**src/rtl/wb_pkg.sv**
```systemverilog
// Shared definitions for the writeback source arbiter.
//   NUM_SRC / SRC_W : number of result producers and width of a source index
//   SRC_*           : fixed source index assignment on the result bus
//   wb_state_e      : output-buffer occupancy state
package wb_pkg;

   localparam int unsigned NUM_SRC = 4;
   localparam int unsigned SRC_W   = 2;

   localparam logic [SRC_W-1:0] SRC_ALU   = 2'd0;
   localparam logic [SRC_W-1:0] SRC_SHIFT = 2'd1;
   localparam logic [SRC_W-1:0] SRC_LOAD  = 2'd2;
   localparam logic [SRC_W-1:0] SRC_MDU   = 2'd3;

   typedef enum logic {
      EMPTY = 1'b0,
      FULL  = 1'b1
   } wb_state_e;

endpackage

```
**src/rtl/rr_pick4.sv**
```systemverilog
// Combinational 4-way grant picker.
//   req       : request vector, bit i = source i wants the bus
//   last      : most recently granted source (round-robin pointer)
//   mode      : 0 = round-robin starting after last, 1 = fixed priority (source 0 highest)
//   gnt_valid : some request is set
//   gnt_idx   : index of the chosen source (0 when gnt_valid is low)
module rr_pick4
   import wb_pkg::*;
(
   input  logic [NUM_SRC-1:0] req,
   input  logic [SRC_W-1:0]   last,
   input  logic               mode,
   output logic               gnt_valid,
   output logic [SRC_W-1:0]   gnt_idx
);

   logic [SRC_W-1:0] cand;

   always_comb begin
      gnt_valid = 1'b0;
      gnt_idx   = '0;
      cand      = '0;
      if (mode) begin
         // Descending scan so the lowest set bit is the last one written.
         for (int i = NUM_SRC - 1; i >= 0; i--) begin
            if (req[i]) begin
               gnt_valid = 1'b1;
               gnt_idx   = SRC_W'(i);
            end
         end
      end else begin
         // Offsets 4..1 scanned downward: offset 4 wraps to last itself and has the
         // lowest precedence, offset 1 (the source right after last) the highest.
         for (int k = NUM_SRC; k >= 1; k--) begin
            cand = last + SRC_W'(k);
            if (req[cand]) begin
               gnt_valid = 1'b1;
               gnt_idx   = cand;
            end
         end
      end
   end

endmodule

```
**src/rtl/wb_src_arbiter.sv**
```systemverilog
// Writeback result-bus arbiter: four producers (ALU, shifter, load, mult/div) compete via
// valid/ready for a single registered output word feeding the register-file write port.
//   clk, reset          : rising-edge clock, asynchronous active-high reset
//   req_valid/req_ready : per-source handshake; req_ready is one-hot or zero
//   req_data0..3        : per-source result words
//   out_valid/out_ready : output-buffer handshake toward the register file
//   out_data, out_src   : buffered word and the index of the source that produced it
module wb_src_arbiter
   import wb_pkg::*;
#(
   parameter int unsigned WIDTH     = 32,
   parameter int unsigned PRIO_MODE = 0
) (
   input  logic               clk,
   input  logic               reset,
   input  logic [NUM_SRC-1:0] req_valid,
   input  logic [WIDTH-1:0]   req_data0,
   input  logic [WIDTH-1:0]   req_data1,
   input  logic [WIDTH-1:0]   req_data2,
   input  logic [WIDTH-1:0]   req_data3,
   output logic [NUM_SRC-1:0] req_ready,
   output logic               out_valid,
   output logic [WIDTH-1:0]   out_data,
   output logic [SRC_W-1:0]   out_src,
   input  logic               out_ready
);

   wb_state_e        state_q, state_d;
   logic [SRC_W-1:0] last_q, last_d;
   logic [WIDTH-1:0] data_q, data_d;
   logic [SRC_W-1:0] src_q, src_d;

   logic             gnt_valid;
   logic [SRC_W-1:0] gnt_idx;
   logic [WIDTH-1:0] sel_data;
   logic             can_load;
   logic             grant_ok;
   logic             xfer;

   rr_pick4 u_pick (
      .req       (req_valid),
      .last      (last_q),
      .mode      (PRIO_MODE != 0),
      .gnt_valid (gnt_valid),
      .gnt_idx   (gnt_idx)
   );

   always_comb begin
      sel_data = '0;
      unique case (gnt_idx)
         SRC_ALU:   sel_data = req_data0;
         SRC_SHIFT: sel_data = req_data1;
         SRC_LOAD:  sel_data = req_data2;
         SRC_MDU:   sel_data = req_data3;
      endcase
   end

   // The buffer can take a word if it is empty or is being drained this same cycle.
   assign can_load = (state_q == EMPTY) | out_ready;
   // Reset is in the term so no source sees an acceptance while the buffer is held clear.
   assign grant_ok = can_load & gnt_valid & ~reset;
   assign xfer     = grant_ok & req_valid[gnt_idx];

   always_comb begin
      req_ready = '0;
      if (grant_ok) begin
         req_ready[gnt_idx] = 1'b1;
      end
   end

   always_comb begin
      state_d = state_q;
      last_d  = last_q;
      data_d  = data_q;
      src_d   = src_q;
      if (xfer) begin
         state_d = FULL;
         last_d  = gnt_idx;
         data_d  = sel_data;
         src_d   = gnt_idx;
      end else if ((state_q == FULL) && out_ready) begin
         // Drained with nothing to replace it: data/src keep their last values.
         state_d = EMPTY;
      end
   end

   always_ff @(posedge clk or posedge reset) begin
      if (reset) begin
         state_q <= EMPTY;
         last_q  <= SRC_MDU;  // next pick starts at source 0
         data_q  <= '0;
         src_q   <= '0;
      end else begin
         state_q <= state_d;
         last_q  <= last_d;
         data_q  <= data_d;
         src_q   <= src_d;
      end
   end

   assign out_valid = (state_q == FULL);
   assign out_data  = data_q;
   assign out_src   = src_q;

endmodule

```
**config.mk**
```make
export PLATFORM = sky130hd
export DESIGN_NAME = wb_src_arbiter
export DESIGN_NICKNAME = d
export VERILOG_FILES = /design/src/rtl/wb_pkg.sv /design/src/rtl/rr_pick4.sv /design/src/rtl/wb_src_arbiter.sv
export SDC_FILE = /design/constraint.sdc
export NUM_CORES = 1
export LEC_CHECK = 0
export CAP_MARGIN = 20
export CORE_MARGIN = 2
export CORE_UTILIZATION = 39
export CTS_CLUSTER_SIZE = 14
export DETAILED_ROUTE_END_ITERATION = 12
export GPL_TIMING_DRIVEN = 0
export PLACE_DENSITY_LB_ADDON = 0.05
export SLEW_MARGIN = 20
export SYNTH_ARGS = -nofsm -noshare
export SYNTH_HDL_FRONTEND = slang
export SYNTH_SLANG_ARGS = --single-unit
```
**constraint.sdc**
```tcl
create_clock -name clk -period 5.5 [get_ports clk]
set_input_delay 0.55 -clock clk [delete_from_list [all_inputs] [get_ports clk]]
set_output_delay 0.55 -clock clk [all_outputs]
set_load 0.05 [all_outputs]
```
Yosys cells after proc, flatten, opt, wreduce, memory -nomap -nowiden
Index checks and enable logic that the tools add are counted.
Word-level totals
  flip-flop bits (word level): 37
  bits of input ports: 135
  output and inout port bits: 39
Operators by class
  add/subtract/negate cells: 3
  magnitude comparators: 6
  equal/unequal tests: 3
  multiplexer cells: 24
  bitwise logic cells: 6
  reductions and logical operators: 4
Operators by type and width (count)
  $pmux 32 s4: 1
  $lt 2x3->1 const B: 5
  $mux 1: 12
  $bmux 1 s2: 5
  $mux 2: 4
  $add 2x2->2 const B: 2
  $eq 2x2->1 const B: 2
  $mux 4: 1
  $and 1x1->1: 3
  $add 2x1->2 const B: 1
  $demux 1 s2: 1
  $eq 2x1->1 const B: 1
  $ge 2x1->1 const B: 1
  $logic_and 1x1->1: 2
  $logic_not 2->1: 1
  $not 1->1: 2
  $reduce_bool 2->1: 1
  $or 1x1->1: 1

Logic depth before layout (Yosys ltp)
  word-level depth: 11
  gate-level depth with buffers: 7
  mapped depth without buffers: 5

Modules after synthesis
Synthesis repeated with hierarchy kept, for this count alone.
Unflattened totals
  cells, all modules: 259
  area total of the unflattened synthesis: 2696.3 µm²
Modules (own cells, without submodules)
  wb_src_arbiter: times used 1, cells an instance 244, area an instance 2600.0 µm², sequential area each 928.4 µm²
  rr_pick4: times used 1, cells an instance 15, area an instance 96.3 µm², sequential area each 0.0 µm²

Worst setup path after synthesis
No wires, ideal clock.
  path kind: register to output
  start: register state_q, in the netlist out_valid
  end: output port req_ready[0]
  arrival: 2.523 ns
  required time: 4.950 ns
  path slack: 2.427 ns
  stages on the path, launching flop included: 6
  buffers on the path: 2
  cell sequence: dfrtp_1 -> nor2b_1 -> a211o_1 -> clkbuf_1 -> buf_2 -> nor3_1
On the way
  word-level cells in the longest chain between the ends: 5
RTL lines
  start: declaration: RTL line wb_src_arbiter.sv:28  | wb_state_e state_q, state_d;
  start signal: assignment: RTL line wb_src_arbiter.sv:94  | state_q <= state_d;
  $not 1->1: RTL line wb_src_arbiter.sv:59  | assign can_load = (state_q == EMPTY) | out_ready;
  $or 1x1->1: RTL line wb_src_arbiter.sv:59
  $and 1x1->1 (2 in a row): RTL line wb_src_arbiter.sv:61  | assign grant_ok = can_load & gnt_valid & ~reset;
  $mux 4: RTL line wb_src_arbiter.sv:66  | if (grant_ok) begin
  end: declaration: RTL line wb_src_arbiter.sv:21  | output logic [NUM_SRC-1:0] req_ready,
Every way passes these cells.

Final worst setup path
  start: input port req_valid[1]
  end: output port req_ready[3]
On the way
  word-level cells in the longest chain between the ends: 11
RTL lines
  start: declaration: RTL line wb_src_arbiter.sv:16  | input logic [NUM_SRC-1:0] req_valid,
  $bmux 1 s2: RTL line rr_pick4.sv:36  | if (req[cand]) begin
  $mux 1 (not written as such): RTL line rr_pick4.sv:36
  $mux 2 (4 in a row): RTL line rr_pick4.sv:36
  $lt 2x3->1 (not written as such) or $ge 2x1->1 (tied branches): RTL line wb_src_arbiter.sv:67  | req_ready[gnt_idx] = 1'b1;
  $logic_and 1x1->1 (not written as such): RTL line wb_src_arbiter.sv:67
  $mux 1 (not written as such): RTL line wb_src_arbiter.sv:67
  $demux 1 s2: RTL line wb_src_arbiter.sv:67
  $mux 4 (*): RTL line wb_src_arbiter.sv:66
Mark *: on every way between the ends. The rest lies on a longest branch, timed or not. The select of a mux whose other input is x is not followed.

==> impl_metrics.env <==
export IMPL_antennaDiodeCount=0
export IMPL_grt_pass1_wl_um=14690
export IMPL_worst_pin_slew_ns=0.5581
export IMPL_report_final_slew_viol_count=0
export IMPL_half_perimeter_wire_length_of_the_detailed_placement_result_um=7210
export IMPL_clkPwrFrac=0.125
export IMPL_drt_iter0_drc=99
export IMPL_ys_ff_latch=37
export IMPL_cts_max_level=2
export IMPL_distinct_cell_type_count_of_the_synthesized_netlist=28
export IMPL_crit_path_top_delay_cell="sky130_fd_sc_hd__clkdlybuf4s50_1"
export IMPL_route_vias_total=2978
export IMPL_cts_sinks=37
export IMPL_grt_overflow_total=0
export IMPL_top_library_cells_by_usage_in_the_layout_fill_and_taps_aside="sky130_fd_sc_hd__clkdlybuf4s50_1 (173), sky130_fd_sc_hd__nand2_1 (38), sky130_fd_sc_hd__dfrtp_1 (35)"
export IMPL_cts_tree="yes"
export IMPL_postSynthCellCount=289
export IMPL_mostFrequentLayoutCell="sky130_fd_sc_hd__clkdlybuf4s50_1"
export IMPL_cp_data_required_time_ns=4.95
export IMPL_track_usage=0.2504
export IMPL_layout_drive_gt1_share=0.06369
export IMPL_routed_wl_um=9336
export IMPL_critical_path_max_stage_delay_ns=0.82
export IMPL_global_route_peak_usage_layer="met2"
export IMPL_utilization=0.7105
export IMPL_gr_usage_met3=0.06449
export IMPL_avgViaCountPerCell=5.434
export IMPL_wire_per_inst_um=17.04
export IMPL_final_min_clock_period_ns=3.693
export IMPL_i_o_pin_total=174
export IMPL_maxCapViolCount=0
export IMPL_synth_top_cell_by_area="sky130_fd_sc_hd__dfrtp_1"
export IMPL_timing_fmax_mhz=270.8
export IMPL_start_kind="input pin"
export IMPL_yosys_area_top_type_share=0.3346
export IMPL_clk_root_buffer_cell="sky130_fd_sc_hd__clkbuf_8"
export IMPL_postLayoutSetupSlackWorst_ns=1.807
export IMPL_clk_pin_slew_worst_paths_ns=0.08
export IMPL_p_sw_w=0.0007334
export IMPL_post_cts_setup_buffer_count=0
export IMPL_timing_reg2reg_setup_slack_ns=3.40
export IMPL_worst_path_max_fanout=10
export IMPL_seqPwrFrac=0.259
export IMPL_min_period_over_period=0.6715
export IMPL_postCtsHoldBufs=0
export IMPL_drt_pass1_iterations=4
export IMPL_synth_fp_nets=424
export IMPL_slew_headroom=0.6268
export IMPL_die_width_um=85.93
export IMPL_coreArea_mm2=0.006422
export IMPL_syn_avg_cell_area_um2=9.057
export IMPL_die_area_mm2=0.007383
export IMPL_leakage_dissipation_nw=1.936
export IMPL_synth_sequential_area_ratio=0.3547
export IMPL_timing_critical_path_cells="clkdlybuf4s50_1 -> nor2_1 -> a211oi_2 -> nand2_1 -> clkbuf_1 -> nor2_1 -> clkdlybuf4s50_1"
export IMPL_drc=0
export IMPL_tns_ns=0
export IMPL_syn2layout_area_growth_pct=74.33
export IMPL_globalplace_congestion=0.7816
export IMPL_hold_violations=0
export IMPL_synthesis_yosys_warnings=0
export IMPL_ant_nets=0
export IMPL_cts_root_to_sink_buffers=2
export IMPL_post_layout_nets=605
export IMPL_worstSetupEndpointType="output port"
export IMPL_setup_violations_final=0
export IMPL_p_comb_frac=0.616
export IMPL_power_ir_vdd_worst_mv=0.2358
export IMPL_clock_skew_ns=0.004170
export IMPL_grt_pass1_vias=3029
export IMPL_power_internal_w=0.0008747
export IMPL_synthTopCellsByArea="sky130_fd_sc_hd__dfrtp_1 (33%), sky130_fd_sc_hd__mux2i_1 (13%), sky130_fd_sc_hd__a21boi_0 (9.2%)"
export IMPL_cts_buffers=5
export IMPL_cts_resized=0
export IMPL_grt_use_met1=0.3037
export IMPL_grt_setup_unrepaired="no"
export IMPL_outcome="finished, final reports clean"
export IMPL_power_per_cell_area_mw_per_mm2=352.4
export IMPL_use_met2=0.4397
export IMPL_pre_cts_ws_ns=1.817
export IMPL_floorplan_die_height_um=85.93
export IMPL_initial_utilization=0.4076
export IMPL_antenna_found_initial=0
export IMPL_timing_setup_critical_path_class="input pin to output port"
export IMPL_post_synth_instance_area_mm2=0.002618
export IMPL_hold_path_class="flop to flop"
export IMPL_grt_max_degree=21
export IMPL_crit_arrival_ns=3.14
export IMPL_clk_insertion_delay_late_ns=0.28
export IMPL_buffer_ports_inserted=173
export IMPL_sw_frac_of_total=0.4561
export IMPL_std_cell_rows=29
[worst max-delay path, delay by kind of cell]
| kind | cells | cell delay [ns] |
|---|---|---|
| AO/OA/AOI/OAI | 1 | 0.35 |
| buffers and inverters | 3 | 1.68 |
| AND/OR/NAND/NOR | 3 | 0.55 |
[final timing paths]
check                             start            to  cells after the start
max in group asynchronous         reset     last_q[1]                      3
max                        req_valid[1]  req_ready[3]                      7
min in group asynchronous         reset    out_src[0]                      2
min reg2reg                  out_src[1]    out_src[1]                      2
min                          out_src[1]    out_src[1]                      2
max reg2reg                   last_q[1]  out_data[29]                      6
[area by class of cell]
cell class,instances,area [um2]
clock buffer,8,90.09
multi-input combinational,223,1478
sequential,37,928.4
tap,77,96.34
buffer,28,207.7
timing repair buffer,174,1759
inverter,1,3.754
fill,535,1859
[cell families after synthesis]
logic type | after synthesis | share of synthesized area
AOI/OAI and AO/OA | 105 | 0.2777
and+or+nand+nor | 85 | 0.1606
DFF | 37 | 0.3547
muxes | 33 | 0.1262
buffers and inverters | 29 | 0.08078
[registers in the layout, indices dropped and copies added (netlist names)]
signal and count:
out_valid 1, out_src 2, out_data 32, last_q 2
[through the flow]
step	instance area (um2)	cells	hold WS (ns)	total power, W
2_1_floorplan	2618	289	0.4828	0.001043
3_3_place_gp	4446	539	0.4589	0.001392
3_5_place_dp	4473	540	0.4706	0.001414
4_1_cts	4563	548	0.4878	0.001616
5_1_grt	4563	548	0.5297	0.001694
6_report	4563	548	0.4884	0.001608
[power groups by stage]
stage	combinational (W)	sequential, W	clock, W
after floorplan	0.000322	0.000721	0
after global placement	0.000975	0.000417	0
after detailed placement	0.000993	0.000421	0
after CTS	0.000995	0.000417	0.000203
after global routing	0.00105	0.000430	0.000218
final	0.000990	0.000416	0.000202
[synth_stat cells (all sizes together)]
cell type / number
a21boi: 33
o21bai: 1
dfstp: 2
a21oi: 2
dfrtp: 35
nor2b: 2
inv: 1
and2: 1
a21o: 1
a2bb2oi: 1
nand2b: 2
nand3b: 1
a31oi: 1
mux2i: 33
buf: 14
clkbuf: 14
o211ai: 32
nand2: 38
and3: 32
a211oi: 1
o21ai: 32
a211o: 1
nor2: 7
nor3: 2
[routing by layer]
metal	wire [um]	vias up
li1	-	1420
met1	3771	1400
met2	4595	146
met3	839	12
met4	129	0
met5	0	-
No activity file was read; power rests on OpenSTA's default activity.
